## config.mk

```make
export PLATFORM = sky130hd
export DESIGN_NAME = hazard_ctrl_flat
export DESIGN_NICKNAME = d
export VERILOG_FILES = /design/src/rtl/hazard_ctrl_if.sv /design/src/rtl/hazard_ctrl.sv /design/src/flat_wrapper.sv
export SDC_FILE = /design/constraint.sdc
export NUM_CORES = 1
export LEC_CHECK = 0
export CORE_MARGIN = 3
export CORE_UTILIZATION = 50
export CTS_CLUSTER_SIZE = 28
export DETAILED_ROUTE_END_ITERATION = 7
export GPL_TIMING_DRIVEN = 1
export HOLD_SLACK_MARGIN = 0.08
export PLACE_DENSITY = 0.84
export SYNTH_ARGS = -nofsm -noshare
export SYNTH_HDL_FRONTEND = slang
export SYNTH_SLANG_ARGS = --single-unit
```

## constraint.sdc

```tcl
create_clock -name clk -period 6.3 [get_ports clk]
set_clock_uncertainty 0.1 [all_clocks]
set_input_delay 1.26 -clock clk [delete_from_list [all_inputs] [get_ports clk]]
set_output_delay 1.26 -clock clk [all_outputs]
set_load 0.02 [all_outputs]
```

## src/rtl/hazard_ctrl_if.sv

```systemverilog
//------------------------------------------------------------------------------
// hazard_ctrl_if : pipeline <-> hazard controller signal bundle
// Rev 1.0
//------------------------------------------------------------------------------
`default_nettype none

interface hazard_ctrl_if #(
    parameter int CNT_W = 16
);
    // Register addresses and write enables seen by the hazard logic
    logic [3:0]       RA1D;
    logic [3:0]       RA2D;
    logic [3:0]       RA1E;
    logic [3:0]       RA2E;
    logic [3:0]       WA3E;
    logic [3:0]       WA3M;
    logic [3:0]       WA3W;
    logic             RegWriteE;
    logic             RegWriteM;
    logic             RegWriteW;
    logic             MemtoRegE;
    logic             PCSrcD;
    logic             PCSrcE;
    logic             PCSrcM;
    logic             PCSrcW;
    logic             BranchTakenE;
    logic             MemReqM;
    logic             DReadyM;
    logic             cntClr;

    // Controls back to the pipeline
    logic [1:0]       ForwardAE;
    logic [1:0]       ForwardBE;
    logic             stallF;
    logic             stallD;
    logic             stallE;
    logic             stallM;
    logic             flushD;
    logic             flushE;
    logic             flushW;
    logic             memBusy;
    logic             memError;
    logic [CNT_W-1:0] StallCount;
    logic [CNT_W-1:0] FlushCount;

    modport master (
        output RA1D, RA2D, RA1E, RA2E, WA3E, WA3M, WA3W,
        output RegWriteE, RegWriteM, RegWriteW, MemtoRegE,
        output PCSrcD, PCSrcE, PCSrcM, PCSrcW, BranchTakenE,
        output MemReqM, DReadyM, cntClr,
        input  ForwardAE, ForwardBE,
        input  stallF, stallD, stallE, stallM,
        input  flushD, flushE, flushW,
        input  memBusy, memError, StallCount, FlushCount
    );

    modport slave (
        input  RA1D, RA2D, RA1E, RA2E, WA3E, WA3M, WA3W,
        input  RegWriteE, RegWriteM, RegWriteW, MemtoRegE,
        input  PCSrcD, PCSrcE, PCSrcM, PCSrcW, BranchTakenE,
        input  MemReqM, DReadyM, cntClr,
        output ForwardAE, ForwardBE,
        output stallF, stallD, stallE, stallM,
        output flushD, flushE, flushW,
        output memBusy, memError, StallCount, FlushCount
    );

endinterface

`default_nettype wire

```

## src/rtl/hazard_ctrl.sv

```systemverilog
//------------------------------------------------------------------------------
// hazard_ctrl : stall/flush/forward control for the 5-stage pipeline,
//               data-memory freeze with timeout, saturating event counters
// Rev 1.0
//------------------------------------------------------------------------------
`default_nettype none

module hazard_ctrl #(
    parameter int MEM_TIMEOUT = 64,
    parameter int CNT_W       = 16
) (
    input  wire logic     clk,
    input  wire logic     resetN,
    hazard_ctrl_if.slave  hz
);

    localparam int WCNT_W = $clog2(MEM_TIMEOUT + 1);

    localparam logic [1:0] C_ST_IDLE = 2'd0;
    localparam logic [1:0] C_ST_WAIT = 2'd1;
    localparam logic [1:0] C_ST_ERR  = 2'd2;

    localparam logic [WCNT_W-1:0] C_WCNT_ONE = WCNT_W'(1);
    localparam logic [WCNT_W-1:0] C_TIMEOUT  = WCNT_W'(MEM_TIMEOUT);
    localparam logic [CNT_W-1:0]  C_CNT_ONE  = CNT_W'(1);
    localparam logic [CNT_W-1:0]  C_CNT_MAX  = {CNT_W{1'b1}};

    localparam logic [3:0] C_PC_REG = 4'd15;

    //--------------------------------------------------------------------------
    // Forwarding
    //--------------------------------------------------------------------------
    function automatic logic [1:0] fwd_sel(
        input logic [3:0] ra,
        input logic       rw_m,
        input logic [3:0] wa_m,
        input logic       rw_w,
        input logic [3:0] wa_w
    );
        logic [1:0] sel;
        sel = 2'b00;
        // The PC register is never forwarded; it is always read from its own path
        if (rw_m && (ra == wa_m) && (wa_m != C_PC_REG)) begin
            sel = 2'b10;
        end else if (rw_w && (ra == wa_w) && (wa_w != C_PC_REG)) begin
            sel = 2'b01;
        end
        return sel;
    endfunction

    logic [1:0] w_fwd_a;
    logic [1:0] w_fwd_b;

    assign w_fwd_a = fwd_sel(hz.RA1E, hz.RegWriteM, hz.WA3M, hz.RegWriteW, hz.WA3W);
    assign w_fwd_b = fwd_sel(hz.RA2E, hz.RegWriteM, hz.WA3M, hz.RegWriteW, hz.WA3W);

    //--------------------------------------------------------------------------
    // Base hazards
    //--------------------------------------------------------------------------
    logic w_ldr_stall;
    logic w_pc_pend;
    logic w_stall_f0;
    logic w_stall_d0;
    logic w_flush_d0;
    logic w_flush_e0;

    assign w_ldr_stall = hz.MemtoRegE & hz.RegWriteE &
                         ((hz.RA1D == hz.WA3E) | (hz.RA2D == hz.WA3E));
    assign w_pc_pend   = hz.PCSrcD | hz.PCSrcE | hz.PCSrcM;
    assign w_stall_f0  = w_ldr_stall | w_pc_pend;
    assign w_stall_d0  = w_ldr_stall;
    assign w_flush_d0  = w_pc_pend | hz.PCSrcW | hz.BranchTakenE;
    assign w_flush_e0  = w_ldr_stall | hz.BranchTakenE;

    //--------------------------------------------------------------------------
    // Memory wait FSM
    //--------------------------------------------------------------------------
    logic [1:0]        state_q;
    logic [1:0]        state_d;
    logic [WCNT_W-1:0] wcnt_q;
    logic [WCNT_W-1:0] wcnt_d;
    logic              w_not_ready;

    assign w_not_ready = hz.MemReqM & ~hz.DReadyM;

    always_ff @(posedge clk or negedge resetN) begin
        if (!resetN) begin
            state_q <= C_ST_IDLE;
            wcnt_q  <= '0;
        end else begin
            state_q <= state_d;
            wcnt_q  <= wcnt_d;
        end
    end

    always_comb begin
        state_d = state_q;
        wcnt_d  = wcnt_q;
        case (state_q)
            C_ST_IDLE: begin
                if (w_not_ready) begin
                    state_d = C_ST_WAIT;
                    wcnt_d  = C_WCNT_ONE;
                end
            end
            C_ST_WAIT: begin
                if (hz.DReadyM) begin
                    state_d = C_ST_IDLE;
                    wcnt_d  = '0;
                end else if (wcnt_q == C_TIMEOUT) begin
                    state_d = C_ST_ERR;
                end else begin
                    wcnt_d  = wcnt_q + C_WCNT_ONE;
                end
            end
            C_ST_ERR: begin
                state_d = C_ST_ERR;
            end
            default: begin
                state_d = C_ST_IDLE;
                wcnt_d  = '0;
            end
        endcase
    end

    // The combinational not-ready term covers the first miss while still IDLE
    logic w_mem_freeze;
    logic w_mem_error;
    logic w_stall_f;
    logic w_stall_d;
    logic w_stall_e;
    logic w_stall_m;
    logic w_flush_d;
    logic w_flush_e;
    logic w_flush_w;

    always_comb begin
        w_mem_error  = (state_q == C_ST_ERR);
        w_mem_freeze = w_not_ready | w_mem_error;
        if (w_mem_freeze) begin
            w_stall_f = 1'b1;
            w_stall_d = 1'b1;
            w_stall_e = 1'b1;
            w_stall_m = 1'b1;
            w_flush_d = 1'b0;
            w_flush_e = 1'b0;
            w_flush_w = 1'b1;
        end else begin
            w_stall_f = w_stall_f0;
            w_stall_d = w_stall_d0;
            w_stall_e = 1'b0;
            w_stall_m = 1'b0;
            w_flush_d = w_flush_d0;
            w_flush_e = w_flush_e0;
            w_flush_w = 1'b0;
        end
    end

    //--------------------------------------------------------------------------
    // Saturating performance counters
    //--------------------------------------------------------------------------
    logic [CNT_W-1:0] stall_cnt_q;
    logic [CNT_W-1:0] stall_cnt_d;
    logic [CNT_W-1:0] flush_cnt_q;
    logic [CNT_W-1:0] flush_cnt_d;
    logic             w_flush_ev;

    assign w_flush_ev = w_flush_d | w_flush_e;

    always_comb begin
        stall_cnt_d = stall_cnt_q;
        flush_cnt_d = flush_cnt_q;
        if (hz.cntClr) begin
            stall_cnt_d = '0;
            flush_cnt_d = '0;
        end else begin
            if (w_stall_f && (stall_cnt_q != C_CNT_MAX)) begin
                stall_cnt_d = stall_cnt_q + C_CNT_ONE;
            end
            if (w_flush_ev && (flush_cnt_q != C_CNT_MAX)) begin
                flush_cnt_d = flush_cnt_q + C_CNT_ONE;
            end
        end
    end

    always_ff @(posedge clk or negedge resetN) begin
        if (!resetN) begin
            stall_cnt_q <= '0;
            flush_cnt_q <= '0;
        end else begin
            stall_cnt_q <= stall_cnt_d;
            flush_cnt_q <= flush_cnt_d;
        end
    end

    //--------------------------------------------------------------------------
    // Outputs
    //--------------------------------------------------------------------------
    assign hz.ForwardAE  = w_fwd_a;
    assign hz.ForwardBE  = w_fwd_b;
    assign hz.stallF     = w_stall_f;
    assign hz.stallD     = w_stall_d;
    assign hz.stallE     = w_stall_e;
    assign hz.stallM     = w_stall_m;
    assign hz.flushD     = w_flush_d;
    assign hz.flushE     = w_flush_e;
    assign hz.flushW     = w_flush_w;
    assign hz.memBusy    = w_mem_freeze;
    assign hz.memError   = w_mem_error;
    assign hz.StallCount = stall_cnt_q;
    assign hz.FlushCount = flush_cnt_q;

endmodule

`default_nettype wire

```

## src/flat_wrapper.sv

```systemverilog
// flat-port wrapper written by rule: the top's interface ports become plain ports
module hazard_ctrl_flat 
#(
    parameter int MEM_TIMEOUT = 64,
    parameter int CNT_W       = 16
)
  (clk, resetN, hz_RA1D, hz_RA2D, hz_RA1E, hz_RA2E, hz_WA3E, hz_WA3M, hz_WA3W, hz_RegWriteE, hz_RegWriteM, hz_RegWriteW, hz_MemtoRegE, hz_PCSrcD, hz_PCSrcE, hz_PCSrcM, hz_PCSrcW, hz_BranchTakenE, hz_MemReqM, hz_DReadyM, hz_cntClr, hz_ForwardAE, hz_ForwardBE, hz_stallF, hz_stallD, hz_stallE, hz_stallM, hz_flushD, hz_flushE, hz_flushW, hz_memBusy, hz_memError, hz_StallCount, hz_FlushCount);
  hazard_ctrl_if #(.CNT_W(CNT_W)) hz_i ();
  input  wire logic clk;
  input  wire logic resetN;
  input wire logic [$bits(hz_i.RA1D)-1:0] hz_RA1D;
  input wire logic [$bits(hz_i.RA2D)-1:0] hz_RA2D;
  input wire logic [$bits(hz_i.RA1E)-1:0] hz_RA1E;
  input wire logic [$bits(hz_i.RA2E)-1:0] hz_RA2E;
  input wire logic [$bits(hz_i.WA3E)-1:0] hz_WA3E;
  input wire logic [$bits(hz_i.WA3M)-1:0] hz_WA3M;
  input wire logic [$bits(hz_i.WA3W)-1:0] hz_WA3W;
  input wire logic [$bits(hz_i.RegWriteE)-1:0] hz_RegWriteE;
  input wire logic [$bits(hz_i.RegWriteM)-1:0] hz_RegWriteM;
  input wire logic [$bits(hz_i.RegWriteW)-1:0] hz_RegWriteW;
  input wire logic [$bits(hz_i.MemtoRegE)-1:0] hz_MemtoRegE;
  input wire logic [$bits(hz_i.PCSrcD)-1:0] hz_PCSrcD;
  input wire logic [$bits(hz_i.PCSrcE)-1:0] hz_PCSrcE;
  input wire logic [$bits(hz_i.PCSrcM)-1:0] hz_PCSrcM;
  input wire logic [$bits(hz_i.PCSrcW)-1:0] hz_PCSrcW;
  input wire logic [$bits(hz_i.BranchTakenE)-1:0] hz_BranchTakenE;
  input wire logic [$bits(hz_i.MemReqM)-1:0] hz_MemReqM;
  input wire logic [$bits(hz_i.DReadyM)-1:0] hz_DReadyM;
  input wire logic [$bits(hz_i.cntClr)-1:0] hz_cntClr;
  output wire logic [$bits(hz_i.ForwardAE)-1:0] hz_ForwardAE;
  output wire logic [$bits(hz_i.ForwardBE)-1:0] hz_ForwardBE;
  output wire logic [$bits(hz_i.stallF)-1:0] hz_stallF;
  output wire logic [$bits(hz_i.stallD)-1:0] hz_stallD;
  output wire logic [$bits(hz_i.stallE)-1:0] hz_stallE;
  output wire logic [$bits(hz_i.stallM)-1:0] hz_stallM;
  output wire logic [$bits(hz_i.flushD)-1:0] hz_flushD;
  output wire logic [$bits(hz_i.flushE)-1:0] hz_flushE;
  output wire logic [$bits(hz_i.flushW)-1:0] hz_flushW;
  output wire logic [$bits(hz_i.memBusy)-1:0] hz_memBusy;
  output wire logic [$bits(hz_i.memError)-1:0] hz_memError;
  output wire logic [$bits(hz_i.StallCount)-1:0] hz_StallCount;
  output wire logic [$bits(hz_i.FlushCount)-1:0] hz_FlushCount;
  assign hz_i.RA1D = hz_RA1D;
  assign hz_i.RA2D = hz_RA2D;
  assign hz_i.RA1E = hz_RA1E;
  assign hz_i.RA2E = hz_RA2E;
  assign hz_i.WA3E = hz_WA3E;
  assign hz_i.WA3M = hz_WA3M;
  assign hz_i.WA3W = hz_WA3W;
  assign hz_i.RegWriteE = hz_RegWriteE;
  assign hz_i.RegWriteM = hz_RegWriteM;
  assign hz_i.RegWriteW = hz_RegWriteW;
  assign hz_i.MemtoRegE = hz_MemtoRegE;
  assign hz_i.PCSrcD = hz_PCSrcD;
  assign hz_i.PCSrcE = hz_PCSrcE;
  assign hz_i.PCSrcM = hz_PCSrcM;
  assign hz_i.PCSrcW = hz_PCSrcW;
  assign hz_i.BranchTakenE = hz_BranchTakenE;
  assign hz_i.MemReqM = hz_MemReqM;
  assign hz_i.DReadyM = hz_DReadyM;
  assign hz_i.cntClr = hz_cntClr;
  assign hz_ForwardAE = hz_i.ForwardAE;
  assign hz_ForwardBE = hz_i.ForwardBE;
  assign hz_stallF = hz_i.stallF;
  assign hz_stallD = hz_i.stallD;
  assign hz_stallE = hz_i.stallE;
  assign hz_stallM = hz_i.stallM;
  assign hz_flushD = hz_i.flushD;
  assign hz_flushE = hz_i.flushE;
  assign hz_flushW = hz_i.flushW;
  assign hz_memBusy = hz_i.memBusy;
  assign hz_memError = hz_i.memError;
  assign hz_StallCount = hz_i.StallCount;
  assign hz_FlushCount = hz_i.FlushCount;
  hazard_ctrl #(.MEM_TIMEOUT(MEM_TIMEOUT), .CNT_W(CNT_W)) u_core (.clk(clk), .resetN(resetN), .hz(hz_i));
endmodule
```

==> impl_metrics.csv <==
group,metric,value,unit
placed_design,dp.final_hpwl,5060,um
synth,syn-cell-area,0.00258,mm2
hold_path,whs_endpoint,"u_core.state_q[0]",
timing,tightest_slew,0.924,ns
clock_network,clock_latency,0.29,ns
worst_setup_path,worstPathRequired,4.94,ns
die,rows,25,
synth,synth_top_area_frac,0.398,
worst_setup_path,r2r_slack,3.83,ns
synth,yosys-top-cells-area,"dfrtp_1, xnor2_1, a21oi_1",
die,dieArea,0.00606,mm2
status,status,"complete, no violations",
synth,synth_seq_cells,41,
pwr,leakage,1.34,nW
pwr,seqPwrFrac,0.505,
synth,syn_avg_cell_area,8.80,um2
die,core-area,0.00485,mm2
timing,max-slew-margin-rel,0.384,
die,initial_core_util,0.532,
timing,period_share,0.776,
synth,synth_edf_count,0,
clock_network,cts_tree,"built",
clock_network,postCtsSetupBuffers,0,
die,io_pins,87,
final_layout,diodes,0,
final_layout,nNetsFinal,421,
routing,drt_pass1_iterations,4,
worst_setup_path,cp_top_family,"buffers and inverters",
timing,fmax,0.205,GHz
synth,ys.flop_type,"dfrtp_1",
pwr,switchingPower,0.162,mW
worst_setup_path,start_kind,"input pin",
die,die_w,77.8,um
synth,synth_top_area_cell,"dfrtp_1",
synth,yosys_warnings,0,
routing,vias,2523,
synth,syn_inst,293,
worst_setup_path,r2r-start,"u_core.hz.StallCount[0]",
timing,slew_violations,0,
worst_setup_path,startpoint,"hz_WA3E[0]",
grt,grt_pass1_vias,2577,
clock_network,clock-root-buffer,"clkbuf_8",
routing,drtIter0Drc,104,
final_layout,final_layout_size_suffix_gt1_frac,0.0455,
placed_design,gp_congestion,0.804,
grt,grt_max_degree,42,
flow_run,drv_cap,0,
pwr,p_clk_frac,0.285,
worst_setup_path,critPathMaxStageDelay,0.69,ns
placed_design,dp_slack,1.41,ns
pwr,comb_power_share,0.210,
die,die_y,77.8,um
clock_network,hold_buffers,0,
clock_network,cts_sinks,41,
worst_setup_path,critPathMaxFanout,11,
timing,finalSetupViolations,0,
timing,post-route-min-period,4.89,ns
worst_setup_path,crit_type,"input pin to primary output",
final_layout,seq_area,0.00103,mm2
grt,grt_antenna_before_repair,0,
clock_network,clockBufferDepth,2,
clock_network,numCtsBuffers,5,
hold_path,hold_path_class,"flip-flop to flip-flop",
routing,wl,6830,um
timing,setup_tns,0,ns
timing,rsz0062_at_grt,"false",
final_layout,multi_input_area,0.00144,mm2
worst_setup_path,r2r_end,"u_core.hz.StallCount[14]",
grt,grt_pass1_wl,11300,um
clock_network,ctsResizeCount,0,
worst_setup_path,cp_num_cells,6,
worst_setup_path,cpMostUsedCell,"clkdlybuf4s50_1",
worst_setup_path,cp-end-kind,"primary output",
routing,route.detailed.drc,0,
pwr,swShare,0.286,
synth,synth_common_cells,"dfrtp_1, a21oi_1, nand2_1, nor2_1, xnor2_1",
placed_design,io_buffers,86,
worst_setup_path,cp.arrival,3.53,ns
synth,synth.distinct_cells,43,
worst_setup_path,reg2reg_depth,6,
synth,syn_nets,339,
routing,avgViaCountPerCell,5.72,
synth,async_flop_share,1.00,
clock_network,cts_htree_levels,2,
pwr,power.density,161,mW/mm2
final_layout,area_growth,36.7,%
hold_path,worstHoldStart,"u_core.state_q[1]",
worst_setup_path,slowest_stage,"o211ai_1",
hold_path,min_path_cells,1,
routing,ant_nets,0,
clock_network,path_clk_slew,0.07,ns
worst_setup_path,path_cells,"clkdlybuf4s50_1 > xor2_1 > nor4_1 > o211ai_1 > or2b_1 > clkdlybuf4s50_1",
timing,hold_viol_final,0,
final_layout,nFillCells,373,
synth,yosysMostFrequentCell,"dfrtp_1",
grt,track_usage,0.230,
pwr,ir_drop,0.000114,V
routing,wl_per_cell,15.5,um
pwr,intPower,0.405,mW
synth,ys_seq_area_frac,0.398,
worst_setup_path,cp_num_buf_inv,2,
timing,setup_slack,1.41,ns
grt,overflow,0,
## metrics by stage
step	cell area [um2]	instances	power [mW]	util	hold slack [ns]
floorplan	2580	293	0.349	-	0.350
global placement	3450	435	0.406	0.712	0.384
detailed placement	3450	435	0.410	0.712	0.393
CTS	3520	441	0.570	0.727	0.403
global route	3520	441	0.591	0.727	0.429
finish	3520	441	0.567	0.727	0.397
## how the worst max path moves through the flow
stage | to | slack [ns]
after detailed placement | hz_stallD | 1.41
final | hz_stallD | 1.41
after global routing | hz_stallF | 1.22
after global placement | hz_stallD | 1.47
after floorplan | hz_flushE | 2.61
after CTS | hz_stallD | 1.41
## sequential cells by signal, indices dropped and copies added, names as in the netlist
signal / count
u_core.state_q: 2
u_core.wcnt_q: 7
u_core.hz.FlushCount: 16
u_core.hz.StallCount: 16
## power by group through the flow
stage                     Combinational, mW  Sequential (mW)  Clock (mW)
final                                 0.119            0.286       0.162
after global routing                  0.130            0.288       0.173
after CTS                             0.120            0.286       0.164
after detailed placement              0.119            0.291           0
after global placement                0.116            0.290           0
after floorplan                      0.0559            0.293           0
## placed cells by master (no fill, tap or decap), types with 2 or more instances in the layout
cell type | Yosys | layout
nor3_1 | 5 | 5
xor2_1 | 14 | 14
a211oi_1 | 4 | 4
clkbuf_8 | 0 | 5
nand3_1 | 14 | 14
or3_1 | 13 | 13
and4_1 | 2 | 2
nand2_1 | 23 | 23
xnor2_1 | 20 | 20
o22ai_1 | 2 | 2
ha_1 | 4 | 4
nand4_1 | 14 | 14
nor2_1 | 22 | 22
mux2_2 | 2 | 2
clkdlybuf4s50_1 | 0 | 85
o21ai_0 | 15 | 15
nor2b_1 | 4 | 4
inv_1 | 11 | 11
o31ai_1 | 8 | 8
a21oi_1 | 28 | 28
nor4_1 | 5 | 5
and3_1 | 5 | 5
dfrtp_1 | 41 | 41
or4_1 | 8 | 8
## cell families (layout without fill, tap and decap cells)
family	count (synthesis)	count (layout)	synth area share
simple gates	120	120	0.246
flops	41	41	0.398
buf+inv	23	104	0.0451
mux	3	3	0.0126
xor+xnor	34	34	0.115
compound gates	68	68	0.163
fa+ha+maj	4	4	0.0194
## layout make-up
| cell class | instances | share of cell area |
|---|---|---|
| Inverter | 11 | 0.0117 |
| Sequential cell | 41 | 0.291 |
| Clock buffer | 5 | 0.0195 |
| Clock inverter | 1 | 0.00142 |
| Timing Repair Buffer | 87 | 0.245 |
| Multi-Input combinational cell | 229 | 0.408 |
| Tap cell | 67 | 0.0238 |
## routing by layer
metal	global-route usage	share of wire	vias up
met4	0.0907	0.017	0
li1	-	-	1233
met2	0.408	0.53	75
met5	0	0	-
met3	0.0557	0.060	12
met1	0.265	0.40	1203
Note: power is estimated with default switching activity, not from simulation.
